==> src/rtl/peripheral_bus_master_pkg.sv <==
// Shared types and constants for the CPU-side peripheral bus initiator.
// Holds the FSM encoding, the peripheral address map and the map lookup helper.
package peripheral_bus_master_pkg;

  typedef enum logic [1:0] {
    IDLE  = 2'd0,
    WRITE = 2'd1,
    READ  = 2'd2,
    RESP  = 2'd3
  } bus_state_e;

  localparam logic [3:0]  KEYPAD_ADDR    = 4'h0;
  localparam logic [3:0]  DISPLAY_ADDR   = 4'h4;
  localparam logic [15:0] DEFAULT_RD_MAP = 16'h0001 << KEYPAD_ADDR;
  localparam logic [15:0] DEFAULT_WR_MAP = 16'h0001 << DISPLAY_ADDR;

  // Addresses beyond the 16-entry map are never mapped, whatever ADDR_W is.
  function automatic logic map_hit(logic [15:0] map, logic [31:0] addr);
    return (addr < 32'd16) && map[addr[3:0]];
  endfunction

endpackage

==> src/rtl/peripheral_bus_master_if.sv <==
// Request/response channels plus the peripheral bus, viewed from the master
// (the initiator) or the slave side (CPU and peripheral_controller together).
interface peripheral_bus_master_if #(
  parameter int DATA_W = 32,
  parameter int ADDR_W = 4
);
  logic              req_valid;
  logic              req_ready;
  logic              req_write;
  logic [ADDR_W-1:0] req_addr;
  logic [DATA_W-1:0] req_wdata;
  logic              resp_valid;
  logic              resp_ready;
  logic [DATA_W-1:0] resp_rdata;
  logic              resp_err;
  logic [ADDR_W-1:0] address;
  logic [DATA_W-1:0] din;
  logic              writeEnable;
  logic [DATA_W-1:0] dout;
  logic              busy;

  modport master (
    input  req_valid, req_write, req_addr, req_wdata, resp_ready, dout,
    output req_ready, resp_valid, resp_rdata, resp_err, address, din, writeEnable, busy
  );

  modport slave (
    output req_valid, req_write, req_addr, req_wdata, resp_ready, dout,
    input  req_ready, resp_valid, resp_rdata, resp_err, address, din, writeEnable, busy
  );
endinterface

==> src/rtl/peripheral_bus_master.sv <==
// Single-outstanding load/store initiator for peripheral_controller: checks the
// address map, drives one bus cycle and returns data or an error response.
module peripheral_bus_master
  import peripheral_bus_master_pkg::*;
#(
  parameter int          DATA_W    = 32,
  parameter int          ADDR_W    = 4,
  parameter int          READ_WAIT = 1,
  parameter logic [15:0] RD_MAP    = DEFAULT_RD_MAP,
  parameter logic [15:0] WR_MAP    = DEFAULT_WR_MAP
) (
  input  logic                     clk,
  input  logic                     reset,
  peripheral_bus_master_if.master  bus
);

  localparam logic [3:0] WAIT_INIT = READ_WAIT[3:0];

  bus_state_e state;
  logic [3:0] wait_cnt;
  logic       rd_hit;
  logic       wr_hit;

  assign rd_hit        = map_hit(RD_MAP, 32'(bus.req_addr));
  assign wr_hit        = map_hit(WR_MAP, 32'(bus.req_addr));
  assign bus.req_ready = (state == IDLE);

  // NOTE: all state and registered outputs use non-blocking assignments so every
  // register sees pre-edge values; the async reset branch must cover every register.
  always_ff @(posedge clk or posedge reset) begin
    if (reset) begin
      state           <= IDLE;
      wait_cnt        <= '0;
      bus.address     <= '0;
      bus.din         <= '0;
      bus.writeEnable <= 1'b0;
      bus.resp_valid  <= 1'b0;
      bus.resp_rdata  <= '0;
      bus.resp_err    <= 1'b0;
      bus.busy        <= 1'b0;
    end else begin
      unique case (state)
        IDLE: begin
          if (bus.req_valid) begin
            bus.address <= bus.req_addr;
            bus.busy    <= 1'b1;
            if (bus.req_write) bus.din <= bus.req_wdata;
            if (bus.req_write && wr_hit) begin
              state           <= WRITE;
              bus.writeEnable <= 1'b1;
            end else if (!bus.req_write && rd_hit) begin
              state    <= READ;
              wait_cnt <= WAIT_INIT;
            end else begin
              // Rejected access: answer straight away without touching the bus.
              state          <= RESP;
              bus.resp_valid <= 1'b1;
              bus.resp_err   <= 1'b1;
              bus.resp_rdata <= '0;
            end
          end
        end
        WRITE: begin
          state           <= RESP;
          bus.writeEnable <= 1'b0;
          bus.resp_valid  <= 1'b1;
          bus.resp_err    <= 1'b0;
          bus.resp_rdata  <= '0;
        end
        READ: begin
          if (wait_cnt != 4'd0) begin
            wait_cnt <= wait_cnt - 4'd1;
          end else begin
            state          <= RESP;
            bus.resp_valid <= 1'b1;
            bus.resp_err   <= 1'b0;
            bus.resp_rdata <= bus.dout;
          end
        end
        RESP: begin
          if (bus.resp_ready) begin
            state          <= IDLE;
            bus.resp_valid <= 1'b0;
            bus.busy       <= 1'b0;
          end
        end
        default: state <= IDLE;
      endcase
    end
  end

endmodule

==> src/flat_wrapper.sv <==
// flat-port wrapper written by rule: the top's interface ports become plain ports
module peripheral_bus_master_flat import peripheral_bus_master_pkg::*;
#(
  parameter int          DATA_W    = 32,
  parameter int          ADDR_W    = 4,
  parameter int          READ_WAIT = 1,
  parameter logic [15:0] RD_MAP    = DEFAULT_RD_MAP,
  parameter logic [15:0] WR_MAP    = DEFAULT_WR_MAP
)
  (clk, reset, bus_req_valid, bus_req_write, bus_req_addr, bus_req_wdata, bus_resp_ready, bus_dout, bus_req_ready, bus_resp_valid, bus_resp_rdata, bus_resp_err, bus_address, bus_din, bus_writeEnable, bus_busy);
  peripheral_bus_master_if #(.DATA_W(DATA_W), .ADDR_W(ADDR_W)) bus_i ();
  input  logic clk;
  input  logic reset;
  input wire logic [$bits(bus_i.req_valid)-1:0] bus_req_valid;
  input wire logic [$bits(bus_i.req_write)-1:0] bus_req_write;
  input wire logic [$bits(bus_i.req_addr)-1:0] bus_req_addr;
  input wire logic [$bits(bus_i.req_wdata)-1:0] bus_req_wdata;
  input wire logic [$bits(bus_i.resp_ready)-1:0] bus_resp_ready;
  input wire logic [$bits(bus_i.dout)-1:0] bus_dout;
  output wire logic [$bits(bus_i.req_ready)-1:0] bus_req_ready;
  output wire logic [$bits(bus_i.resp_valid)-1:0] bus_resp_valid;
  output wire logic [$bits(bus_i.resp_rdata)-1:0] bus_resp_rdata;
  output wire logic [$bits(bus_i.resp_err)-1:0] bus_resp_err;
  output wire logic [$bits(bus_i.address)-1:0] bus_address;
  output wire logic [$bits(bus_i.din)-1:0] bus_din;
  output wire logic [$bits(bus_i.writeEnable)-1:0] bus_writeEnable;
  output wire logic [$bits(bus_i.busy)-1:0] bus_busy;
  assign bus_i.req_valid = bus_req_valid;
  assign bus_i.req_write = bus_req_write;
  assign bus_i.req_addr = bus_req_addr;
  assign bus_i.req_wdata = bus_req_wdata;
  assign bus_i.resp_ready = bus_resp_ready;
  assign bus_i.dout = bus_dout;
  assign bus_req_ready = bus_i.req_ready;
  assign bus_resp_valid = bus_i.resp_valid;
  assign bus_resp_rdata = bus_i.resp_rdata;
  assign bus_resp_err = bus_i.resp_err;
  assign bus_address = bus_i.address;
  assign bus_din = bus_i.din;
  assign bus_writeEnable = bus_i.writeEnable;
  assign bus_busy = bus_i.busy;
  peripheral_bus_master #(.DATA_W(DATA_W), .ADDR_W(ADDR_W), .READ_WAIT(READ_WAIT), .RD_MAP(RD_MAP), .WR_MAP(WR_MAP)) u_core (.clk(clk), .reset(reset), .bus(bus_i));
endmodule
==> config.mk <==
export PLATFORM = sky130hd
export DESIGN_NAME = peripheral_bus_master_flat
export DESIGN_NICKNAME = d
export VERILOG_FILES = /design/src/rtl/peripheral_bus_master_pkg.sv /design/src/rtl/peripheral_bus_master_if.sv /design/src/rtl/peripheral_bus_master.sv /design/src/flat_wrapper.sv
export SDC_FILE = /design/constraint.sdc
export NUM_CORES = 1
export LEC_CHECK = 0
export BUFFER_PORTS_ARGS = -buffer_cell sky130_fd_sc_hd__buf_4
export CAP_MARGIN = 20
export CORE_MARGIN = 2
export CORE_UTILIZATION = 28
export DETAILED_ROUTE_END_ITERATION = 6
export MAX_ROUTING_LAYER = met4
export PLACE_DENSITY = 0.51
export REMOVE_ABC_BUFFERS = 1
export SLEW_MARGIN = 0
export SYNTH_ARGS = -nofsm -noshare
export SYNTH_HDL_FRONTEND = slang
export SYNTH_SLANG_ARGS = --single-unit
==> constraint.sdc <==
create_clock -name clk -period 3.33 [get_ports clk]
set_input_delay 0.333 -clock clk [delete_from_list [all_inputs] [get_ports clk]]
set_output_delay 0.333 -clock clk [all_outputs]
set_load 0.02 [all_outputs]
==> impl_results.md, run 1 <==
* Outcome: completed
* Via count at roughly 2500
* Critical path class: flop to flop
* Worst Path Max Fanout at 27
* Fmax achieved at 379.8 MHz
* WP data arrival at around 2.9 ns
* Yosys reg bits at 78
* Nets at between 400 and 500
* Initial core utilization at 0.2846
* XOR/XNOR Fraction of Synth Area at 0.002707
* Sw Share at 0.3561
* Power Density at 956.1 nW/um^2
* Pint at 0.002982 W
* Complex-gate fraction of the synthesized area at 0.1419
* Seq pwr share at 0.326
* WP data required at about 3.6 ns
* WL per Instance at 15.31 um
* Root buffer cell: clkbuf_16
* Hold buffers post-CTS at 0
* ANT nets after route at 0
* CTS Sinks at 78
* DP Area at 4494 sq um
* Vias per cell at 4.643
* Share of post-route cells with drive strength above 1 at 0.5296
* Crit. End Element: flop
* Post-CTS sizing at 0
* Min Clock Period, post-route at 2.633 ns
* Initial DRC count at approximately 120
* Worst-Margin Slew at 0.6314 ns
* Initial DRT Pass Iterations at 6
* Final Hold Vio Count at 0
* Routability cong. at 0.7197
* Synthesized instance count at 234
* Die Height at 111.5 um
* Total I/O pin count at 146
* Core Footprint at 11370 sq um
* Die area at 12430 sq um
* H-tree levels at 3
* Fillers at 1100
* Post-Synth Adder-Cell Area at 0.02707
* Global-route wire length before repair at 13280 um
* Post-CTS Repair Setup Buffers at 0
* Die width at 111.5 um
* Leak at approximately 2.4 nW
* Syn. warnings at 0
* Register area share after synthesis at 0.6032
* Main combinational cell family by area after synthesis: compound AO/OA/AOI/OAI gates
* Tcrit/Tclk final at 0.7908
* I/O Buffers at 145
* DR DRC count at 0
* Largest net degree at the start of global routing at 33
* Vias in the first global route at about 2600
* Area delta synth->final at 49.73%
* Skew final at 0.006944 ns
* Mapped Area at 3236 sq um
* Combinational power share at 0.429
* Max_cap viols at 0
* CTS clk-pin slew, worst paths at 0.06 ns
* Post-synthesis mux area share at 0.1315
* CP startpoint kind: flop
* Post-DP HPWL at just under 6000 um
* Max-slew violations at 0
* Worst-Skew Late Latency at 0.33 ns
* Routed wire length at ~8100 um
* Post-Layout Inst Area at between 4000 and 5000 sq um
* P_sw at 0.001650 W
* TritonCTS clock tree: built
* Hold Path Class: input pin to async pin
* Simple-Gate Fraction of Synth Area at 0.05800
* Final TNS setup at 0 ns
* GRT overflow at 0
* Ant diodes at 0
* Multi-input combinational cell area at 1175 sq um
* Num CTS Buffers at 9
* Distinct cell type count after synthesis at 37
* Clk network pwr share at 0.245
* Rows at 39
* Final setup fails at 0
* Relative slew slack at 0.5791
* Avg Synthesized Cell Area at roughly 14 sq um
* R2r setup slk at 0.70 ns
* FF+latch area at 1952 sq um
* Longest Clk Path Bufs at 2
* Initial antenna violation count at 0
* Overall Global Routing Usage at 0.1389
* RSZ-0062 raised after global routing: no
* VDD IR-drop max at 427.0 uV
[cell usage after synthesis]
master    count  area [sq um]
mux2_2       36         405.4
ha_1          7         87.58
buf_2         2         10.01
o31ai_1       2         15.01
and3_1        7         43.79
mux2i_1       2         20.02
a222oi_1      1         10.01
a32oi_1       1         8.760
dfrtp_1      78          1952
o311a_1       1         10.01
buf_4         1         7.510
a41oi_1       1         8.760
nor3_1        2         10.01
clkbuf_1      4         15.01
o211ai_4      1         21.27
nand3_1       4         20.02
or3_1         1         6.260
xor2_1        1         8.760
nand2_1       5         18.77
a211o_1       1         8.760
a21bo_2       1         10.01
nand2b_1      3         18.77
nand4b_1      1         8.760
nand4_1       1         6.260
o21ai_0       8         40.04
buf_1         2         7.510
o211ai_1      1         7.510
nor2_1        6         22.52
or3b_1        1         8.760
buf_6         3         33.78
inv_1        11         41.29
or4b_4        1         13.76
a22o_1       25         219.0
a221o_1       7         70.07
o311ai_0      2         17.52
nor3_2        1         10.01
a31oi_1       2         12.51
[power groups by stage]
| stage | sequential [W] | clock, W | combinational (W) |
|---|---|---|---|
| final | 0.00151 | 0.00114 | 0.00199 |
| after global routing | 0.00156 | 0.00122 | 0.00214 |
| after CTS | 0.00151 | 0.00118 | 0.00202 |
| after detailed placement | 0.00152 | 0 | 0.00202 |
| after global placement | 0.00151 | 0 | 0.00199 |
| after floorplan | 0.00190 | 0 | 0.000755 |
[final cells by class]
class	instances	area share
Sequential cell	78	0.4029
Multi-Input combinational cell	133	0.2425
Timing Repair Buffer	151	0.2366
Clock buffer	13	0.05372
Tap cell	143	0.03693
Clock inverter	3	0.01860
Inverter	11	0.008781
[state kept, by name (all words and copies together) (netlist names)]
| signal | flops |
|---|---|
| u_core.bus.writeEnable | 1 |
| u_core.wait_cnt | 4 |
| u_core.bus.resp_rdata | 32 |
| u_core.bus.resp_valid | 1 |
| u_core.bus.busy | 1 |
| u_core.bus.din | 32 |
| u_core.bus.resp_err | 1 |
| u_core.state | 2 |
| u_core.bus.address | 4 |
[layer usage]
layer | track usage | routed length, um | up-vias | share of wire
met2 | 0.2138 | 3748 | 107 | 0.46
met4 | 0.04198 | 104 | 0 | 0.013
met1 | 0.1802 | 3784 | 1188 | 0.46
met3 | 0.03756 | 510 | 13 | 0.063
li1 | - | - | 1162 | -
met5 | - | 0 | - | 0
[critical path, stage by stage (launching register included)]
cell      delay [ns]
dfrtp_1         0.40
inv_1           0.12
ha_1            0.41
or4b_4          0.53
o211ai_4        0.33
nand2b_1        0.15
buf_4           0.30
a21bo_2         0.26
[metrics by stage]
stage / worst slack (ns) / utilization / power, W / hold slack [ns] / cells
finish: 0.6968 / 0.4261 / 0.004632 / 0.04493 / 532
detailed placement: 0.7013 / 0.3953 / 0.003537 / 0.4111 / 516
global placement: 0.7637 / 0.3935 / 0.003501 / 0.4808 / 515
CTS: 0.6770 / 0.4261 / 0.004713 / 0.05138 / 532
floorplan: 0.6192 / - / 0.002657 / 0.4584 / 222
global route: 0.5622 / 0.4261 / 0.004924 / 0.09433 / 532
[worst paths after layout]
kind | startpoint | endpoint | depth (start not counted)
max reg2reg | u_core.state[0] | u_core.bus.resp_valid | 7
max | u_core.state[0] | u_core.bus.resp_valid | 7
max in group asynchronous | reset | u_core.bus.resp_rdata[3] | 4
min reg2reg | u_core.bus.resp_rdata[16] | u_core.bus.resp_rdata[16] | 1
min in group clk | bus_dout[2] | u_core.bus.resp_rdata[2] | 2
min | reset | u_core.bus.din[23] | 2
[placed cells by master (no fill, tap or decap), types with 2 or more instances in the layout]
cell and count:
nor3_1 2, a31oi_1 2, clkbuf_1 2, clkbuf_16 9, clkbuf_8 2, mux2_2 36
nand2b_1 3, nand3_1 4, o31ai_1 2, ha_1 7, inv_1 10, a221o_1 7
o311ai_0 2, bufinv_16 3, dfrtp_1 78, o21ai_0 8, and3_1 7, mux2i_1 2
nand2_1 5, a22o_1 25, nor2_1 6, buf_4 150
[kinds of logic after synthesis]
| family | Yosys count |
|---|---|
| flip-flops | 78 |
| adder cells (fa/ha/maj) | 7 |
| XOR/XNOR | 1 |
| buffers and inverters | 23 |
| AO/OA/AOI/OAI | 54 |
| multiplexers | 38 |
| AND/OR/NAND/NOR | 33 |
Power figures use the tool's default switching activity.
==> run 2: changes to the inputs <==
--- a/config.mk
+++ b/config.mk
@@ -5,13 +5,14 @@
 export SDC_FILE = /design/constraint.sdc
 export NUM_CORES = 1
 export LEC_CHECK = 0
+export ABC_AREA = 1
 export BUFFER_PORTS_ARGS = -buffer_cell sky130_fd_sc_hd__buf_4
 export CAP_MARGIN = 20
 export CORE_MARGIN = 2
 export CORE_UTILIZATION = 28
 export DETAILED_ROUTE_END_ITERATION = 6
 export MAX_ROUTING_LAYER = met4
-export PLACE_DENSITY = 0.51
+export PLACE_DENSITY = 0.52
 export REMOVE_ABC_BUFFERS = 1
 export SLEW_MARGIN = 0
 export SYNTH_ARGS = -nofsm -noshare
==> constraint.sdc (replaced) <==
create_clock -name clk -period 2.4 [get_ports clk]
set_input_delay 0.24 -clock clk [delete_from_list [all_inputs] [get_ports clk]]
set_output_delay 0.24 -clock clk [all_outputs]
set_load 0.02 [all_outputs]
==> impl_results.md, run 2 <==
* Rows at 41
* Slowest cell delay on critical path at 0.44 ns
* Register area share after synthesis at 0.5501
* GRT overflow at 0
* Asr flop ratio synth at 1.000
* Max_cap viols at 0
* RSZ-0062 raised after global routing: no
* Overall Global Routing Usage at 0.1357
* Min Clock Period, post-route at 1.938 ns
* Biggest regs: u_core.bus.din x32, u_core.bus.resp_rdata x32
* Commonest cells in the netlist: nand2_1, dfrtp_1, inv_1
* Die width at 116.6 um
* Num CTS Buffers at 9
* WP data arrival at 2.21 ns
* Vias per cell at 4.089
* Via count at around 2900
* Top cells by area, synth: dfrtp_1, nand2_1, mux2_2
* Top-count cell post-synth: nand2_1
* Routability cong. at 0.7548
* Outcome: completed
* Tcrit/Tclk final at 0.8076
* Avg Synthesized Cell Area at 9.437 sq um
* Longest Clk Path Bufs at 2
* Area delta synth->final at 43.90%
* Die Height at between 100 and 150 um
* Routed wire length at 8871 um
* Final setup fails at 0
* Synth Flop Type: dfrtp_1
* Most frequent cells in the layout: buf_4, nand2_1, dfrtp_1, inv_1, nand3_1
* Fillers at 1280
* CTS clk-pin slew, worst paths at 0.06 ns
* Fin cells at 698
* Initial DRT Pass Iterations at 7
* Ant diodes at 0
* Total I/O pin count at about 150
* Syn. warnings at 0
* Layout Utilization at 0.4079
* ANT nets after route at 0
* VDD IR-drop max at 395.9 uV
* Critical path's slowest cell: ha_1
* Post-DP HPWL at 6459 um
* Pre-CTS setup slack at 0.4255 ns
* Commonest non-fill, non-tap cell in the layout: buf_4
* Critical path cell sequence: inv_1, ha_1, a21oi_4, buf_4, nand3_1, nand2_1
* Power Density at 1297 nW/um^2
* Share of post-route cells with drive strength above 1 at 0.3954
* Core Footprint at 12520 sq um
* Initial core utilization at 0.2835
* Fmax achieved at 515.9 MHz
* Final Hold Vio Count at 0
* WP data required at 2.67 ns
* Distinct cell type count after synthesis at 20
* Final worst slack at 0.4617 ns
* Global-route wire length before repair at 13920 um
* Hold Path Class: input pin to flop
* Critical path class: flop to flop
* CP startpoint kind: flop
* I/O Buffers at 145
* Root buffer cell: clkbuf_16
* H-tree levels at 3
* Initial antenna violation count at 0
* TritonCTS clock tree: built
* Worst Path Max Fanout at 27
* DR DRC count at 0
* Yosys top cell area share at 0.5501
* Relative slew slack at 0.5591
* Post-synth top area cell: dfrtp_1
* Vias in the first global route at between 2000 and 3000
* Largest net degree at the start of global routing at 44
* Die area at 13590 sq um
* Mapped Area at 3548 sq um
* Yosys reg bits at 78
* Dpl cells at 681
* Synthesized instance count at 376
* Leak at approximately 2.9 nW
* Worst-Skew Late Latency at 0.33 ns
* EDFF count, synth at 0
* Nets at 601
* Crit. End Element: flop
* Worst-Margin Slew at 0.6613 ns
* WL per Instance at 12.71 um
* Initial DRC count at 146
* Skew final at 0.005376 ns
* CTS Sinks at 78
* Max-slew violations at 0
## run 2: cell types whose count changed after synthesis, sizes merged, moves of 9 or more
cell,delta
buf,+9
nand3,+35
inv,+35
a22o,-25
nand2,+124
## run 2: stage by stage
step	hold WS (ns)	cell area (sq um)	setup TNS [ns]	total power, W
final	0.1343	5106	0	0.006624
after global routing	0.1293	5106	0	0.007167
after CTS	0.1224	5106	0	0.006748
after global placement	0.3496	4790	0	0.005277
after detailed placement	0.3506	4790	0	0.005338
after floorplan	0.3906	3435	-1.013	0.004016
## run 2: kinds of logic after synthesis
kind of cell / count (synthesis) / synth area share
fa+ha+maj: 7 / 0.02468
simple gates: 179 / 0.2087
flops: 78 / 0.5501
buf+inv: 63 / 0.08075
mux: 35 / 0.1111
xor+xnor: 1 / 0.002469
compound gates: 13 / 0.02222
## run 2: final timing paths
path	from	to	slack (ns)	depth (start not counted)
worst min register to register	u_core.bus.resp_rdata[27]	u_core.bus.resp_rdata[27]	0.47	2
worst max register to register	u_core.state[0]	u_core.bus.resp_rdata[21]	0.46	6
worst min-delay path	bus_req_wdata[30]	u_core.bus.din[30]	0.13	2
max in group asynchronous	reset	u_core.bus.din[13]	1.20	4
worst max-delay path	u_core.state[0]	u_core.bus.resp_rdata[21]	0.46	6
min in group asynchronous	reset	u_core.bus.din[11]	0.54	3
## run 2: what timing repair did
item / 4_1_cts / 5_1_grt
hold buffers: 1 / 0
hold endpoints to repair: 35 / 0
buffers inserted: 0 / 0
gates resized for setup: 0 / 0
## run 2: worst max-delay path, delay by kind of cell, from the launching register on
family	cells	cell delay [ns]
buffers and inverters	2	0.47
adders and majority gates	1	0.44
AOI/OAI and AO/OA	1	0.36
DFF	1	0.39
and+or+nand+nor	2	0.21
## run 2: layout make-up
| type | count | area [sq um] | area share |
|---|---|---|---|
| Sequential cell | 78 | 1952 | 0.3823 |
| Clock buffer | 9 | 225.2 | 0.04411 |
| Timing Repair Buffer | 151 | 1149 | 0.2249 |
| Multi-Input combinational cell | 235 | 1310 | 0.2566 |
| Clock inverter | 7 | 81.33 | 0.01593 |
| Inverter | 46 | 173.9 | 0.03406 |
| Tap cell | 172 | 215.2 | 0.04215 |
## run 2: layer usage
metal / share of wire / vias up / global-route usage
met5: 0 / - / -
met4: 0.011 / 0 / 0.05412
met3: 0.080 / 10 / 0.02698
met2: 0.45 / 128 / 0.2101
met1: 0.46 / 1255 / 0.1755
li1: - / 1461 / -
## run 2: report_power, final
group / internal, W / switching [W]
Combinational: 0.00130 / 0.00185
Clock: 0.000820 / 0.000559
Sequential: 0.00182 / 0.000270
Total: 0.00394 / 0.00268
==> run 3: changes to the inputs <==
--- a/config.mk
+++ b/config.mk
@@ -12,7 +12,7 @@
 export CORE_UTILIZATION = 28
 export DETAILED_ROUTE_END_ITERATION = 6
 export MAX_ROUTING_LAYER = met4
-export PLACE_DENSITY = 0.52
+export PLACE_DENSITY = 0.5
 export REMOVE_ABC_BUFFERS = 1
 export SLEW_MARGIN = 0
 export SYNTH_ARGS = -nofsm -noshare
==> constraint.sdc (replaced) <==
create_clock -name clk -period 1.97 [get_ports clk]
set_input_delay 0.197 -clock clk [delete_from_list [all_inputs] [get_ports clk]]
set_output_delay 0.197 -clock clk [all_outputs]
set_load 0.02 [all_outputs]
==> impl_results.md, run 3 (same netlist as run 2, synthesis figures left out) <==
* H-tree levels at 3
* ANT nets after route at 0
* Die Height at ~120 um
* Combinational power share at 0.487
* Post-CTS Repair Setup Buffers at 0
* Worst reg2reg path depth at 8
* Sw Share at 0.4011
* Hold Path Class: input pin to flop
* Initial core utilization at 0.2835
* Overall Global Routing Usage at 0.1377
* Core Footprint at 12520 sq um
* Seq pwr share at 0.315
* Outcome: completed
* Worst hold margin at between 0.09 and 0.1 ns
* Tcrit/Tclk final at 0.8446
* Global-route wire length before repair at 13970 um
* I/O Buffers at 145
* Worst-Skew Late Latency at 0.33 ns
* Post-DP HPWL at 6916 um
* Critical path class: flop to flop
* Vias in the first global route at ~2800
* Vias per cell at 4.207
* Nets at 608
* Worst Hold Launch: bus_req_wdata[27]
* Crit. Startpoint: u_core.state[0]
* Total I/O pin count at 146
* Num CTS Buffers at 9
* Worst-Margin Slew at 0.4833 ns
* Share of post-route cells with drive strength above 1 at 0.4034
* Max_cap viols at 0
* Via count at 2966
* RSZ-0062 raised after global routing: no
* Initial DRT Pass Iterations at 5
* Worst r2r dst: u_core.bus.resp_rdata[13]
* Leak at slightly below 3 nW
* DR DRC count at 0
* Clk network pwr share at 0.199
* GRT overflow at 0
* Initial DRC count at around 130
* Routed wire length at 9141 um
* Largest net degree at the start of global routing at 35
* DP Area at about 5000 sq um
* WL per Instance at 12.97 um
* Skew final at ~0.0056 ns
* End point of the critical path: u_core.bus.resp_rdata[13]
* Root buffer cell: clkbuf_16
* Final TNS setup at 0 ns
* R2r setup slk at 0.31 ns
* Fmax achieved at 601.0 MHz
* Die width at 116.6 um
* Crit. End Element: flop
* Initial antenna violation count at 0
* Post-CTS sizing at 0
* CTS Sinks at 78
* Worst Path Max Fanout at 34
* Die area at 13590 sq um
* Most frequent cells in the layout: buf_4, nand2_1, dfrtp_1, inv_1, nand3_1
* Routability cong. at 0.7643
* Critical R2R Launch: u_core.state[0]
* Post-Layout Inst Area at about 5200 sq um
* P_sw at 0.003262 W
* Dpl cells at roughly 700
* WP data required at 2.19 ns
* Pint at 0.004871 W
* Layout Utilization at 0.4121
* CP startpoint kind: flop
* Final Hold Vio Count at 0
* Biggest regs: u_core.bus.din x32, u_core.bus.resp_rdata x32
* WP data arrival at about 1.9 ns
* VDD IR-drop max at about 650 uV
* Max-slew violations at 0
* Area delta synth->final at 45.38%
* Min Clock Period, post-route at about 1.7 ns
* Commonest non-fill, non-tap cell in the layout: buf_4
* Longest Clk Path Bufs at 2
* TritonCTS clock tree: built
* Fin cells at 705
* Final setup fails at 0
* Relative slew slack at 0.6774
* Power Density at 1576 nW/um^2
* Ant diodes at 0
* Rows at 41
* CTS clk-pin slew, worst paths at around 0.06 ns
==> run 3: critical path, cell delays in order (launching register included) <==
cell     delay, ns
dfrtp_1       0.37
inv_1         0.10
ha_1          0.26
nand2_1       0.11
nand2_2       0.07
a21oi_4       0.18
nand2_4       0.24
nand2_1       0.12
nand2_1       0.06
==> run 3: how the worst min path moves through the flow <==
stage                                  endpoint  slack (ns)  cells past startpoint
final                        u_core.bus.din[27]        0.09                      2
after CTS                    u_core.bus.din[27]        0.08                      2
after floorplan           u_core.bus.address[0]        0.35                      1
after global routing          u_core.bus.din[3]        0.09                      2
after detailed placement      u_core.bus.din[2]        0.24                      2
after global placement        u_core.bus.din[2]        0.24                      2
==> run 3: timing repair <==
item                                    4_1_cts  5_1_grt
hold buffers                                  1        0
endpoints found under the setup margin        0        0
hold endpoints to repair                     25        0
==> run 3: stage by stage <==
stage / worst slack, ns / total power, W
global route: 0.06171 / 0.008755
finish: 0.3060 / 0.008132
detailed placement: 0.2835 / 0.006629
global placement: 0.3649 / 0.006546
floorplan: -0.4616 / 0.004892
CTS: 0.2800 / 0.008282
==> run 3: layout make-up <==
cell class                 instances  area (sq um)
timing repair buffer             158          1214
sequential                        78          1952
clock buffer                      10         229.0
multi-input combinational        235          1313
tap                              172         215.2
inverter                          46         173.9
fill                            1303          7358
clock inverter                     6         62.56
==> run 3: layer usage <==
metal | part of all wire | wire length, um | track usage | up-vias
li1 | - | - | - | 1480
met1 | 0.45 | 4154 | 0.1716 | 1347
met2 | 0.45 | 4103 | 0.2190 | 127
met3 | 0.079 | 724 | 0.02854 | 12
met4 | 0.017 | 159 | 0.05647 | 0
met5 | 0 | 0 | - | -
==> run 3: power groups by stage <==
stage               logic [W]  clock network (W)  registers, W
floorplan             0.00167                  0       0.00322
global placement      0.00398                  0       0.00257
detailed placement    0.00404                  0       0.00259
CTS                   0.00404            0.00167       0.00257
global route          0.00439            0.00173       0.00263
finish                0.00396            0.00161       0.00256
